<file path="config.mk">
export PLATFORM = sky130hd
export DESIGN_NAME = mul12_seq_ctrl
export DESIGN_NICKNAME = d
export VERILOG_FILES = /design/src/rtl/mul12_seq_ctrl.sv
export SDC_FILE = /design/constraint.sdc
export NUM_CORES = 1
export LEC_CHECK = 0
export ABC_CLOCK_PERIOD_IN_PS = 24400
export BUFFER_PORTS_ARGS = -buffer_cell sky130_fd_sc_hd__buf_2
export CORE_MARGIN = 3
export CORE_UTILIZATION = 35
export DETAILED_ROUTE_END_ITERATION = 10
export SKIP_LAST_GASP = 1
export SLEW_MARGIN = 20
export SYNTH_ARGS = -nofsm -noshare
export SYNTH_HDL_FRONTEND = slang
export SYNTH_SLANG_ARGS = --single-unit
</file>
<file path="constraint.sdc">
create_clock -name clk -period 24.4 [get_ports clk]
set_input_delay 1.22 -clock clk [delete_from_list [all_inputs] [get_ports clk]]
set_output_delay 1.22 -clock clk [all_outputs]
set_load 0.01 [all_outputs]
</file>
<file path="src/rtl/mul12_seq_ctrl.sv">
// Sequential unsigned 12x12 -> 24 multiplier built from a single 6x6 core.
// The core is reused over four passes; sub-products are shifted and summed
// into a 24-bit accumulator. Operands and result use valid/ready handshakes.

// 6x6 unsigned multiply core: partial products summed (adder tree on synthesis).
module dadda_mul6x6 (
   input  logic [5:0]  a,
   input  logic [5:0]  b,
   output logic [11:0] p
);

   // sum of the six shifted partial products
   always_comb begin
      p = '0;
      for (int unsigned i = 0; i < 6; i++) begin
         if (b[i]) p = p + ({6'b0, a} << i);
      end
   end

endmodule

module mul12_seq_ctrl #(
   parameter int CORE_W = 6,
   parameter int OP_W   = 12
) (
   input  logic              clk,
   input  logic              rst_n,
   input  logic              flush,
   input  logic              in_valid,
   output logic              in_ready,
   input  logic [OP_W-1:0]   in_a,
   input  logic [OP_W-1:0]   in_b,
   output logic              out_valid,
   input  logic              out_ready,
   output logic [2*OP_W-1:0] out_p,
   output logic              busy
);

   typedef enum logic [1:0] {
      IDLE = 2'd0,
      MUL  = 2'd1,
      DONE = 2'd2
   } state_t;

   state_t              state_q, state_d;
   logic [1:0]          pass_q;
   logic [2*OP_W-1:0]   acc_q;
   logic [OP_W-1:0]     a_q, b_q;
   logic [CORE_W-1:0]   core_a, core_b;
   logic [2*CORE_W-1:0] core_p;
   logic [3:0]          sh;
   logic                load;

   // select the operand halves and weight for the current pass
   always_comb begin
      core_a = a_q[CORE_W-1:0];
      core_b = b_q[CORE_W-1:0];
      sh     = 4'd0;
      case (pass_q)
         2'd0: begin
            core_a = a_q[CORE_W-1:0];
            core_b = b_q[CORE_W-1:0];
            sh     = 4'd0;
         end
         2'd1: begin
            core_a = a_q[CORE_W-1:0];
            core_b = b_q[OP_W-1:CORE_W];
            sh     = 4'd6;
         end
         2'd2: begin
            core_a = a_q[OP_W-1:CORE_W];
            core_b = b_q[CORE_W-1:0];
            sh     = 4'd6;
         end
         default: begin
            core_a = a_q[OP_W-1:CORE_W];
            core_b = b_q[OP_W-1:CORE_W];
            sh     = 4'd12;
         end
      endcase
   end

   dadda_mul6x6 u_core (
      .a (core_a),
      .b (core_b),
      .p (core_p)
   );

   // state register
   always_ff @(posedge clk or negedge rst_n) begin
      if (!rst_n) state_q <= IDLE;
      else        state_q <= state_d;
   end

   // next state, handshake outputs and operand load strobe; flush overrides all
   always_comb begin
      state_d   = state_q;
      in_ready  = 1'b0;
      out_valid = 1'b0;
      busy      = 1'b0;
      load      = 1'b0;
      case (state_q)
         IDLE: begin
            in_ready = 1'b1;
            if (in_valid) begin
               load    = 1'b1;
               state_d = MUL;
            end
         end
         MUL: begin
            busy = 1'b1;
            if (pass_q == 2'd3) state_d = DONE;
         end
         DONE: begin
            out_valid = 1'b1;
            in_ready  = out_ready;
            if (out_ready) begin
               load    = in_valid;
               state_d = in_valid ? MUL : IDLE;
            end
         end
         default: state_d = IDLE;
      endcase
      if (flush) begin
         load    = 1'b0;
         state_d = IDLE;
      end
   end

   // operand latch, pass counter and accumulator
   always_ff @(posedge clk or negedge rst_n) begin
      if (!rst_n) begin
         a_q    <= '0;
         b_q    <= '0;
         acc_q  <= '0;
         pass_q <= '0;
      end else if (flush) begin
         acc_q  <= '0;
         pass_q <= '0;
      end else if (load) begin
         a_q    <= in_a;
         b_q    <= in_b;
         acc_q  <= '0;
         pass_q <= '0;
      end else if (state_q == MUL) begin
         acc_q  <= acc_q + ({{(2*OP_W-2*CORE_W){1'b0}}, core_p} << sh);
         pass_q <= pass_q + 2'd1;
      end
   end

   // the product is only presented while it is valid
   always_comb begin
      out_p = (state_q == DONE) ? acc_q : '0;
   end

endmodule

</file>
* Yosys cells after proc, flatten, opt, wreduce, memory -nomap -nowiden
Index checks and enable logic that the tools add are counted.
** Operators by class
- $add $sub $neg :: 7
- Equality and inequality tests :: 8
- Shifts and indexed selects :: 1
- Mux-type cells :: 29
- Bitwise operators :: 1
- Reductions and logical operators :: 8
** Operators with widths (count)
- two-way mux 24 bit :: 4
- two-way mux 12 bit :: 5
- adder 24 bit :: 1
- << shifter 12 x 4 -> 24 bit :: 1
- two-way mux 6 bit :: 3
- two-way mux 2 bit :: 7
- adder 12 x 10 -> 12 bit :: 1
- adder 12 x 11 -> 12 bit :: 1
- adder 12 x 7 -> 12 bit :: 1
- adder 12 x 8 -> 12 bit :: 1
- adder 12 x 9 -> 12 bit :: 1
- inequality test 3 bit, second input constant :: 3
- one-hot mux 4 bit (2 select lines) :: 1
- equality test 2 bit, second input constant :: 3
- two-way mux 1 bit :: 6
- one-hot mux 2 bit (3 select lines) :: 1
- OR reduction 2 bit :: 3
- equality test 2 x 1 -> 1 bit, second input constant :: 2
- zero test 2 bit :: 2
- one-hot mux 1 bit (2 select lines) :: 2
- AND reduction 3 bit :: 1
- nonzero test 3 bit :: 1
- adder 2 x 1 -> 2 bit, second input constant :: 1
- AND reduction 2 bit :: 1
- inverter 1 bit :: 1
** Word-level totals
- Bits in registers :: 52
- Input port bits :: 29
- Output and inout port bits :: 27
- Logic and storage cells :: 59

* Depth between registers and ports, before layout
Gate-level depths: netlist (run 1).
- Depth after elaboration :: 19
- Gate-level depth with buffers :: 53
- Mapped depth without buffers :: 50

* Hierarchy
From an unflattened synthesis (run 1), not the netlist that was laid out.
** Unflattened totals
- Cells, all modules :: 642
- Area, all modules :: 5570.3 µm²
** Modules (own cells, without submodules)
- mul12_seq_ctrl :: instances 1, cells an instance 421, area each 3931.3 µm², sequential area each 1301.2 µm²
- dadda_mul6x6 :: instances 1, cells an instance 221, area each 1639.1 µm², sequential area each 0.0 µm²

* Worst setup path after synthesis (run 1)
No wires, ideal clock.
- Path kind :: register to register
- Start point :: register pass_q[0]
- End point :: register acc_q[22]
- Setup time :: 130 ps
- Data arrival time :: 9215 ps
- Data required time :: 24270 ps
- Slack :: 15055 ps
- Cell stages (with the launch flop) :: 47
- Path buffers :: 3
- Clock period less this slack :: 9345 ps
- Path through :: dfrtp_1 buf_4 inv_1 ha_1 buf_6 or2_1 buf_2 mux2i_1 inv_1 fa_1 xnor2_1 nand2_1 xnor2_1 fa_1 nand2_1 nand2_1 ha_1 fa_1 [... 11 more ...] and3_1 a41o_1 a41oi_1 nand2_1 mux2i_1 o21ai_1 ha_1 a21oi_1 nor2b_1 o21ai_0 nand2b_1 a21oi_1 a31oi_1 o31a_1 or4_1 a31oi_1 xor2_1 o21ai_1
** On the way
- Cells in the longest elaborated chain, start to end :: 19
- Elaborated cells between the ends (all ways) :: 25
- Classes of those cells :: add/sub (6); eq/ne (2); shift (1); mux (12); reduce/logical (4)
** RTL lines
- start, declared :: RTL line 46 : logic [1:0] pass_q;
- start signal, assigned :: RTL line 147 : pass_q <= pass_q + 2'd1;
- equality test 2 x 1 -> 1 bit (tied with other cells) :: RTL line 59 : case (pass_q)
- OR reduction 2 bit (no line)
- two-way mux 6 bit :: RTL line 59
- two-way mux 6 bit :: RTL line 16 : if (b[i]) p = p + ({6'b0, a} << i);
- adder 12 x 7 -> 12 bit :: RTL line 16
- two-way mux 12 bit :: RTL line 16
- adder 12 x 8 -> 12 bit :: RTL line 16
- two-way mux 12 bit :: RTL line 16
- [... 3 more ...]
- two-way mux 12 bit :: RTL line 16
- adder 12 x 11 -> 12 bit :: RTL line 16
- two-way mux 12 bit :: RTL line 16
- << shifter 12 x 4 -> 24 bit (*) :: RTL line 146 : acc_q <= acc_q + ({{(2*OP_W-2*CORE_W){1'b0}}, core_p} << sh);
- adder 24 bit (*) :: RTL line 146
- two-way mux 24 bit (*) :: RTL line 145 : end else if (state_q == MUL) begin
- two-way mux 24 bit (*) :: RTL line 140 : end else if (load) begin
- two-way mux 24 bit (*) :: RTL line 137 : end else if (flush) begin
- end signal, assigned :: RTL line 146
- end, declared :: RTL line 47 : logic [2*OP_W-1:0] acc_q;
Mark *: on every way between the ends. The rest lies on a longest branch, timed or not. The select of a mux whose other input is x is not followed.
A chain may end at the register's enable or synchronous reset.

* Worst setup path after layout (run 1)
Same ends and word-level chain as after synthesis.

==> results of run 1 <==
worst max path at each step:
stage,start,end,slack (ns),cells after the start
global placement,pass_q[0],acc_q[22],13.90,46
finish,pass_q[0],acc_q[22],13.51,46
floorplan,pass_q[0],acc_q[22],15.06,46
global route,pass_q[0],acc_q[22],12.67,47
CTS,pass_q[0],acc_q[22],13.62,45
detailed placement,pass_q[0],acc_q[22],13.68,45
cell type report:
cell class / instances / area (sq um) / share of cell area
well taps: 188 / 235 / 0.0387
repair buffers: 59 / 305 / 0.0502
clock inverters: 3 / 46.3 / 0.00762
multi-input cells: 536 / 3980 / 0.655
clock buffers: 5 / 125 / 0.0206
inverters: 22 / 83.8 / 0.0138
flip-flops and latches: 52 / 1300 / 0.214
per-stage QoR:
stage / hold WS (ns) / instance area [sq um] / power [mW]
2_1_floorplan: 0.469 / 5460 / 0.644
3_3_place_gp: 0.495 / 5900 / 0.759
3_5_place_dp: 0.497 / 5900 / 0.777
4_1_cts: 0.514 / 6070 / 0.871
5_1_grt: 0.535 / 6080 / 0.962
6_report: 0.509 / 6080 / 0.877
layout by cell type, fill, tap and decap left out, types with 3 or more instances in the layout:
cell type,instances
a211oi_1,10
buf_4,4
nand2_1,64
mux2i_1,19
inv_1,19
o31ai_1,5
mux2_2,35
o21ai_1,6
o21bai_1,6
buf_2,55
o21ai_0,38
a22o_1,6
o22ai_1,7
a31oi_1,12
a31o_1,3
xor2_1,17
fa_1,6
dfrtp_1,52
and2_1,29
nor3_1,8
nor2b_1,8
nand3_1,9
o21a_1,5
nor3b_1,3
a21oi_1,38
ha_1,55
xnor2_1,19
clkbuf_16,5
nand2b_1,10
nor2_1,37
a21o_1,20
o211ai_1,3
and3_1,4
sequential cells by signal, indices dropped and copies added, names as in the netlist:
name     cells
a_q         12
acc_q       24
b_q         12
pass_q       2
state_q      2
per-layer routing:
layer	GRT usage	part of all wire	vias to the layer above
li1	-	-	2398
met1	0.235	0.48	2384
met2	0.290	0.47	106
met3	0.0260	0.037	14
met4	0.0442	0.014	0
met5	0	0	-
cell families after synthesis:
| group | synth area share |
|---|---|
| AND/OR/NAND/NOR | 0.181 |
| adder cells (fa/ha/maj) | 0.148 |
| flip-flops | 0.239 |
| buffers and inverters | 0.0351 |
| multiplexers | 0.109 |
| XOR/XNOR | 0.0628 |
| AO/OA/AOI/OAI | 0.226 |
worst register-to-register path, delay by kind of cell (launching register included):
family	cells	cell delay, ns
compound gates	14	2.71
simple gates	13	1.95
xor+xnor	6	1.19
mux	2	0.62
fa+ha+maj	9	3.13
buf+inv	2	0.42
flops	1	0.73
report_power, final:
| group | switching (mW) | total (mW) | internal [mW] |
|---|---|---|---|
| Sequential | 0.0170 | 0.120 | 0.103 |
| Combinational | 0.382 | 0.671 | 0.289 |
| Clock | 0.0365 | 0.0856 | 0.0491 |
Yosys cell counts (9+ instances only):
master	count	area (sq um)
a31oi_1	12	75.1
mux2i_1	20	200
nand3_1	9	45.0
nand2_1	64	240
mux2_2	35	394
clkbuf_1	17	63.8
xnor2_1	19	166
ha_1	55	688
xor2_1	17	149
nor2_1	38	143
nand2b_1	10	62.6
and2_1	29	181
a21o_1	20	150
a211oi_1	11	82.6
inv_1	19	71.3
dfrtp_1	52	1300
a21oi_1	38	190
o21ai_0	38	190
==> summary.txt, run 1 <==
Synth
  – Synth Instances: 633
  – Syn nets: 723
  – Asr flop ratio synth: 1.00
  – Post-synth EDFFs: 0
  – Synth unique cells: 77
  – Avg Cell Area, Syn: 8.62 sq um
  – Mapped Area: 5460 sq um
  – YS warnings: 0
  – #FFs+latches synth: 52
  – Seq/Total Area, Yosys: 0.239
  – Post-synth top flop: dfrtp_1

Timing
  – Final Hold Fails: 0
  – Max-slew headroom: 0.351
  – Fin. max-slew vios: 0
  – FMAX: 91.8 MHz
  – Clock skew: 0.00771 ns
  – Setup ws final: 13.51 ns
  – RSZ-0062 raised after global routing: false
  – Final setup viols: 0
  – Setup_tns: 0 ns
  – Worst-margin pin slew: 0.946 ns
  – Final period util: 0.446
  – Minimum clock period: 10.89 ns

Clock tree
  – TritonCTS clock tree: yes
  – Setup bufs post-CTS: 0
  – Clock Latency Late Sink: 0.31 ns
  – CTS H-tree depth: 2
  – Total CTS buffers: 5
  – Clk slew on worst S/H paths: 0.08 ns
  – Root buffer cell: clkbuf_16
  – Post-cts resize count: 0
  – CTS max path bufs: 2
  – Hold buffers post-CTS: 0
  – CTS sink cnt: 52

Setup path
  – Worst reg2reg setup slack: 13.51 ns
  – Crit Path Category: register to register
  – WP buf/inv: 2
  – CP delay by family, top: adder cells
  – R2r startpoint: pass_q[0]
  – CP required: 24.57 ns
  – Startpoint Class: register
  – Worst path max stage delay: 0.73 ns
  – R2R Path End: acc_q[22]
  – CP Capture Type: register
  – Crit-path slowest cell: dfrtp_1
  – Worst path arrival time: 11.06 ns
  – CP Max Fanout: 17
  – Reg2reg path depth: 46

Global route
  – Tot GR Track Use: 0.173
  – Grt ovf: 0
  – First-pass GRT wire length: 23.8 mm
  – Initial antenna violation count: 0
  – Vias in the first global route: 4826
  – Largest net degree at the start of global routing: 53

Route
  – Drt first-iter violations: 276
  – # DRC: 0
  – Final ANT Viol Nets: 0
  – Total Wirelength: 14.4 mm
  – Via count: 4902
  – Pre-Repair DR Iteration Count: 5
  – DR vias/cell: 5.67
  – DR WL/cell: 16.6 microns

Final layout
  – Fin util: 0.400
  – Fillers: 1517
  – Layout cells sized above 1: 0.179
  – Nets@finish: 766
  – # diodes: 0
  – Post-route insts no fill: 865
  – Layout area overhead: 11.4%

Placed design
  – Port Buffers: 55
  – Setup slack at placement: 13.68 ns
  – Placer Congestion: 0.890
  – DP Cell Count: 857
  – DP HPWL: 11.1 mm

Hold path
  – Hold path endpoint: a_q[6]
  – WHS Path Cells: 1
  – HP Class: register to register
  – Hold Path Origin: a_q[6]

Outcome
  – Status: finished, final reports clean

Floorplanning
  – Die area: 17100 sq um
  – Die Span X: 131 microns
  – Io pins: 56
  – Core box area: 15200 sq um
  – Initial Util: 0.359
  – Core Rows: 45
  – Die Y: 131 microns

Power
  – Max IR drop VDD: 74.5 uV
  – Lkg Pwr: 2.92 nW
  – PD cells: 144 nW/um^2

Flow run
  – Max-Cap Viols: 0
Note: power is estimated with default switching activity, not from simulation.
==> inputs of run 2 (changes only) <==
--- a/config.mk
+++ b/config.mk
@@ -5,7 +5,8 @@
 export SDC_FILE = /design/constraint.sdc
 export NUM_CORES = 1
 export LEC_CHECK = 0
-export ABC_CLOCK_PERIOD_IN_PS = 24400
+export ABC_AREA = 1
+export ABC_CLOCK_PERIOD_IN_PS = 9120
 export BUFFER_PORTS_ARGS = -buffer_cell sky130_fd_sc_hd__buf_2
 export CORE_MARGIN = 3
 export CORE_UTILIZATION = 35
==> constraint.sdc (replaced) <==
create_clock -name clk -period 9.12 [get_ports clk]
set_input_delay 0.456 -clock clk [delete_from_list [all_inputs] [get_ports clk]]
set_output_delay 0.456 -clock clk [all_outputs]
set_load 0.01 [all_outputs]
==> run 2 against run 1 <==
  * Critical path depth rose by 15
  * Non-clock buffer count rose by 12
  * Clock skew down 0.0017 ns
  * Clock-buffer cell count increased by 1
  * Wire length decreased by 5.4%
  * Largest power group unchanged
  * Cell area increased by 3.8%
  * Largest cell class unchanged
==> summary.txt, run 2 <==
Outcome
  – Status: finished, final reports clean

Final layout
  – Nets@finish: 946
  – Layout area overhead: 16.7%
  – Fillers: 1550
  – # diodes: 0
  – Max reg flops: 24
  – Largest reg by FF count: acc_q
  – FF+latch area: 1300 sq um
  – Top Registers: acc_q: 24 flops, a_q: 12 flops, b_q: 12 flops
  – Most frequent cells in the layout: 161 x nand2_1, 113 x inv_1, 85 x nor2_1, 55 x buf_2, 54 x nand3_1
  – Layout cells sized above 1: 0.200
  – Post-route insts no fill: 1041
  – Fin util: 0.426
  – Multi-input gate area: 3740 sq um
  – Commonest non-fill, non-tap cell in the layout: nand2_1

Clock tree
  – Root buffer cell: clkbuf_16
  – Clock Latency Late Sink: 0.30 ns
  – TritonCTS clock tree: yes
  – Hold buffers post-CTS: 0
  – CTS max path bufs: 2
  – CTS H-tree depth: 2
  – Clk slew on worst S/H paths: 0.07 ns
  – Total CTS buffers: 5
  – CTS sink cnt: 52

Timing
  – Clock skew: 0.00606 ns
  – Fin. max-slew vios: 0
  – Final Hold Fails: 0
  – FMAX: 119 MHz
  – Setup ws final: 0.733 ns
  – Worst-margin pin slew: 0.745 ns
  – Setup_tns: 0 ns
  – Minimum clock period: 8.39 ns
  – Final period util: 0.920
  – Final setup viols: 0
  – Max-slew headroom: 0.500

Global route
  – GRT Max-Usage Layer: met2
  – Largest net degree at the start of global routing: 53
  – Tot GR Track Use: 0.165
  – GR Util met1: 0.233
  – M2 GR Usage: 0.265
  – Grt ovf: 0
  – Initial antenna violation count: 0
  – Vias in the first global route: 4821
  – First-pass GRT wire length: 22.9 mm
  – GR Util met3: 0.0233

Route
  – Final ANT Viol Nets: 0
  – Drt first-iter violations: 312
  – Pre-Repair DR Iteration Count: 5
  – # DRC: 0
  – Total Wirelength: 13.6 mm
  – DR WL/cell: 13.1 microns
  – DR vias/cell: 4.97
  – Via count: 5178

Synth
  – Most numerous cell in the Yosys netlist: nand2_1
  – Commonest cells in the netlist: 162 x nand2_1, 115 x inv_1, 88 x nor2_1
  – Post-synth top flop: dfrtp_1
  – Post-synth EDFFs: 0
  – YS warnings: 0
  – Asr flop ratio synth: 1.00
  – Simple-gate share of the synthesized area: 0.306
  – Synth unique cells: 48
  – #FFs+latches synth: 52
  – Leading area contributor after synthesis: dfrtp_1
  – Adder-cell share of the synthesized area: 0.150
  – Synth Area in XOR/XNOR: 0.0178
  – Synth Area in Compound Gates: 0.161
  – Main combinational cell family by area after synthesis: simple AND/OR/NAND/NOR gates
  – Mapped Area: 5400 sq um
  – Ranking of synthesized cells by area: dfrtp_1 24%, ha_1 13%, nand2_1 11%
  – Mux cell area share after synthesis: 0.0248
  – Seq/Total Area, Yosys: 0.241
  – Yosys top cell area share: 0.241
  – Avg Cell Area, Syn: 6.79 sq um
  – Syn nets: 885
  – Synth Instances: 795

Setup path
  – R2r startpoint: pass_q[1]
  – R2R Path End: acc_q[21]
  – WP buf/inv: 8
  – Crit-path slowest cell: or3b_2
  – First element of the critical path: pass_q[1]
  – CP delay by family, top: simple AND/OR/NAND/NOR gates
  – Worst path max stage delay: 0.45 ns
  – CP Capture Point: acc_q[21]
  – Reg2reg path depth: 61
  – CP required: 9.29 ns
  – Worst path arrival time: 8.55 ns
  – Critical Path Stages: 61
  – Worst path most repeated cell: nand2_1
  – Worst reg2reg setup slack: 0.73 ns
  – Startpoint Class: register
  – CP Max Fanout: 6
  – Crit Path Category: register to register
  – CP Capture Type: register

Floorplanning
  – Die Span X: 130 microns
  – Initial Util: 0.365
  – Io pins: 56
  – Core box area: 14800 sq um
  – Die Y: 130 microns
  – Core Rows: 44
  – Die area: 17000 sq um

Placed design
  – Port Buffers: 55
  – Placer Congestion: 0.840
  – Setup slack at placement: 0.169 ns
  – DP Cell Count: 1026
  – DP HPWL: 10.5 mm

Power
  – PD cells: 292 nW/um^2
  – Max IR drop VDD: 127 uV
  – Lkg Pwr: 3.23 nW

Hold path
  – HP Class: input port to async pin

Flow run
  – Max-Cap Viols: 0
run 2: cell count changes after synthesis, moves of 18 or more:
cell     change
nand2_1     +98
inv_1       +96
nor2_1      +50
nand3_1     +46
and2_1      -25
mux2_2      -24
o21ai_0     +20
mux2i_1     -19
a21o_1      -18
run 2: worst min-delay path by stage:
stage / start / cells after the start / to / slack, ns
2_1_floorplan: rst_n / 0 / a_q[0] / 0.16
3_3_place_gp: b_q[5] / 1 / b_q[5] / 0.49
3_5_place_dp: b_q[8] / 1 / b_q[8] / 0.50
4_1_cts: rst_n / 2 / b_q[1] / 0.31
5_1_grt: rst_n / 2 / b_q[1] / 0.35
6_report: rst_n / 2 / b_q[7] / 0.28
run 2: worst reg2reg max path, delay by kind of cell, from the launching register on:
kind,cells,cell delay (ns)
fa+ha+maj,7,1.97
simple gates,27,2.85
xor+xnor,2,0.30
flops,1,0.42
buf+inv,8,0.76
compound gates,17,1.98
run 2: where the power goes:
part           internal [mW]  switching (mW)  leakage [nW]
combinational          0.518           0.808          2.47
sequential             0.271          0.0225         0.674
clock                  0.137          0.0857        0.0871
run 2: what timing repair did:
item | in CTS | in global routing
setup buffers | 0 | 7
endpoints found under the setup margin | 0 | 11
gates resized for setup | 0 | 42
run 2: final cells by class:
class / count / area share
inverters: 122 / 0.0730
flip-flops and latches: 52 / 0.206
clock inverters: 2 / 0.00615
clock buffers: 6 / 0.0220
multi-input cells: 604 / 0.593
well taps: 184 / 0.0365
repair buffers: 71 / 0.0627
run 2: cells by family (layout without fill, tap and decap cells):
kind of cell	count (synthesis)	after routing
buffers and inverters	139	201
AO/OA/AOI/OAI	156	156
multiplexers	12	12
adder cells (fa/ha/maj)	61	61
flip-flops	52	52
AND/OR/NAND/NOR	364	364
XOR/XNOR	11	11
run 2: per-layer routing:
metal / vias to the layer above / part of all wire
li1: 2736 / -
met1: 2350 / 0.51
met2: 79 / 0.44
met3: 13 / 0.031
met4: 0 / 0.013
met5: - / 0
run 2: per-stage QoR:
step	hold slack [ns]	power, mW	area [sq um]
floorplan	0.160	1.27	5400
global placement	0.493	1.50	5890
detailed placement	0.495	1.51	5890
CTS	0.308	1.74	6070
global route	0.346	2.06	6310
finish	0.279	1.84	6310
==> inputs of run 3 (changes only) <==
--- a/config.mk
+++ b/config.mk
@@ -5,7 +5,6 @@
 export SDC_FILE = /design/constraint.sdc
 export NUM_CORES = 1
 export LEC_CHECK = 0
-export ABC_AREA = 1
 export ABC_CLOCK_PERIOD_IN_PS = 9120
 export BUFFER_PORTS_ARGS = -buffer_cell sky130_fd_sc_hd__buf_2
 export CORE_MARGIN = 3
==> run 3 against run 2 <==
  * Non-clock buffer count grew 74
  * Cell area grew 14%
  * Global-route usage grew 1.2 points
  * Via count grew 0.64%
  * Clock power is essentially flat
  * Core utilization grew 4.9 points
  * Sequential power grew 8.5%
  * Wire length grew 14%
  * Clock skew shrank 0.0011 ns
  * Largest cell class unchanged
==> summary.txt, run 3 (synthesis gave the netlist of run 1 again) <==
Final layout
  – Most frequent cells in the layout: 90 x buf_4, 60 x nand2_1, 55 x buf_2, 51 x dfrtp_1, 42 x ha_1
  – Layout area overhead: 32.3%
  – Layout cells sized above 1: 0.374
  – Nets@finish: 852
  – Top Registers: acc_q: 24 flops, a_q: 12 flops, b_q: 12 flops
  – Max reg flops: 24
  – # diodes: 0
  – Largest reg by FF count: acc_q
  – Commonest non-fill, non-tap cell in the layout: buf_4

Global route
  – Largest net degree at the start of global routing: 53
  – Initial antenna violation count: 0
  – First-pass GRT wire length: 24.7 mm
  – Tot GR Track Use: 0.177
  – Vias in the first global route: 5063
  – Grt ovf: 0

Clock tree
  – Clk slew on worst S/H paths: 0.07 ns
  – TritonCTS clock tree: yes
  – CTS max path bufs: 2
  – Clock Latency Late Sink: 0.31 ns
  – CTS sink cnt: 52
  – Total CTS buffers: 5
  – CTS H-tree depth: 2
  – Hold buffers post-CTS: 0
  – Root buffer cell: clkbuf_16

Route
  – DR WL/cell: 16.3 microns
  – Pre-Repair DR Iteration Count: 4
  – Final ANT Viol Nets: 0
  – Via count: 5211
  – DR vias/cell: 5.48
  – Drt first-iter violations: 319
  – # DRC: 0
  – Total Wirelength: 15.5 mm

Setup path
  – Worst reg2reg setup slack: 0.03 ns
  – Crit-path slowest cell: fa_2
  – Crit Path Category: register to register
  – Worst path most repeated cell: ha_4
  – R2r startpoint: pass_q[0]
  – R2R Path End: acc_q[22]
  – CP Max Fanout: 5
  – Worst path max stage delay: 0.46 ns
  – First element of the critical path: pass_q[0]
  – Worst path arrival time: 9.26 ns
  – CP Capture Type: register
  – CP required: 9.28 ns
  – Reg2reg path depth: 46
  – Startpoint Class: register

Placed design
  – DP HPWL: 11.5 mm
  – Placer Congestion: 0.897
  – Port Buffers: 55

Outcome
  – Status: finished, final reports clean

Floorplanning
  – Die area: 17100 sq um
  – Core box area: 15200 sq um
  – Core Rows: 45
  – Die Span X: 131 microns
  – Io pins: 56
  – Die Y: 131 microns
  – Initial Util: 0.359

Timing
  – Final setup viols: 0
  – Setup_tns: 0 ns
  – Clock skew: 0.00492 ns
  – Final period util: 0.997
  – Final Hold Fails: 0
  – RSZ-0062 raised after global routing: true
  – FMAX: 110 MHz
  – Fin. max-slew vios: 0
  – Minimum clock period: 9.09 ns
  – Final hold slack: 0.259 ns
  – Max-slew headroom: 0.364
  – Worst-margin pin slew: 0.927 ns

Power
  – Max IR drop VDD: 240 uV
  – Lkg Pwr: 3.38 nW
  – PD cells: 441 nW/um^2

Flow run
  – Max-Cap Viols: 0

Hold path
  – HP Class: input port to async pin
## run 3: cell types whose count changed in the layout (fill, tap and decap cells not counted), moves of 21 or more
cell     before  now
nand3_1      54    9
buf_4        16   90
o21ai_0      52   31
nor2_1       85   32
and2_1        4   28
mux2_2       11   33
nand2_1     161   60
inv_1       113   15
## run 3: timing repair
action / CTS / global route
buffers inserted: 2 / 22
setup endpoints to repair: 7 / 11
hold endpoints to repair: 0 / 0
resized for setup: 29 / 69
pin swaps: 16 / 69
## run 3: stage by stage
step | util | instances | total power [mW] | setup slack, ns | area [sq um]
floorplan | - | 633 | 1.74 | 0.0313 | 5490
detailed placement | 0.420 | 919 | 2.39 | -0.461 | 6390
CTS | 0.440 | 929 | 2.74 | 0.00314 | 6700
finish | 0.475 | 951 | 3.18 | 0.0276 | 7220
global placement | 0.420 | 919 | 2.35 | -0.262 | 6390
global route | 0.475 | 951 | 3.43 | -0.436 | 7220
## run 3: final cells by class
cell class	count	area (sq um)
clock inverters	2	38.8
clock buffers	6	129
flip-flops and latches	52	1300
inverters	22	83.8
multi-input cells	536	4480
repair buffers	145	951
fillers	1392	7990
well taps	188	235
## run 3: metal layers
layer  wire length [microns]  GRT usage  vias to the layer above
met2                    7640      0.305                      110
met4                     240     0.0381                        0
met5                       0          0                        -
met1                    7130      0.234                     2509
met3                     532     0.0289                       21
li1                        -          -                     2571
## run 3: critical path, delay by kind of cell (launching register included)
kind	cells	cell delay, ns
xor+xnor	4	0.57
mux	5	1.02
flops	1	0.42
fa+ha+maj	10	2.94
buf+inv	3	0.28
compound gates	13	2.05
simple gates	11	1.67
## run 3: worst max path at each step
| stage | to | cells past startpoint |
|---|---|---|
| 6_report | acc_q[22] | 46 |
| 5_1_grt | acc_q[23] | 46 |
| 4_1_cts | acc_q[23] | 44 |
| 3_5_place_dp | acc_q[23] | 44 |
| 3_3_place_gp | acc_q[23] | 46 |
| 2_1_floorplan | acc_q[22] | 48 |
## run 3: where the power goes
| group | leakage (nW) | switching (mW) | internal [mW] | total, mW |
|---|---|---|---|---|
| sequential | 0.666 | 0.0440 | 0.274 | 0.319 |
| clock | 0.0815 | 0.0954 | 0.131 | 0.226 |
| combinational | 2.64 | 1.29 | 1.34 | 2.64 |
| total | 3.38 | 1.43 | 1.75 | 3.18 |
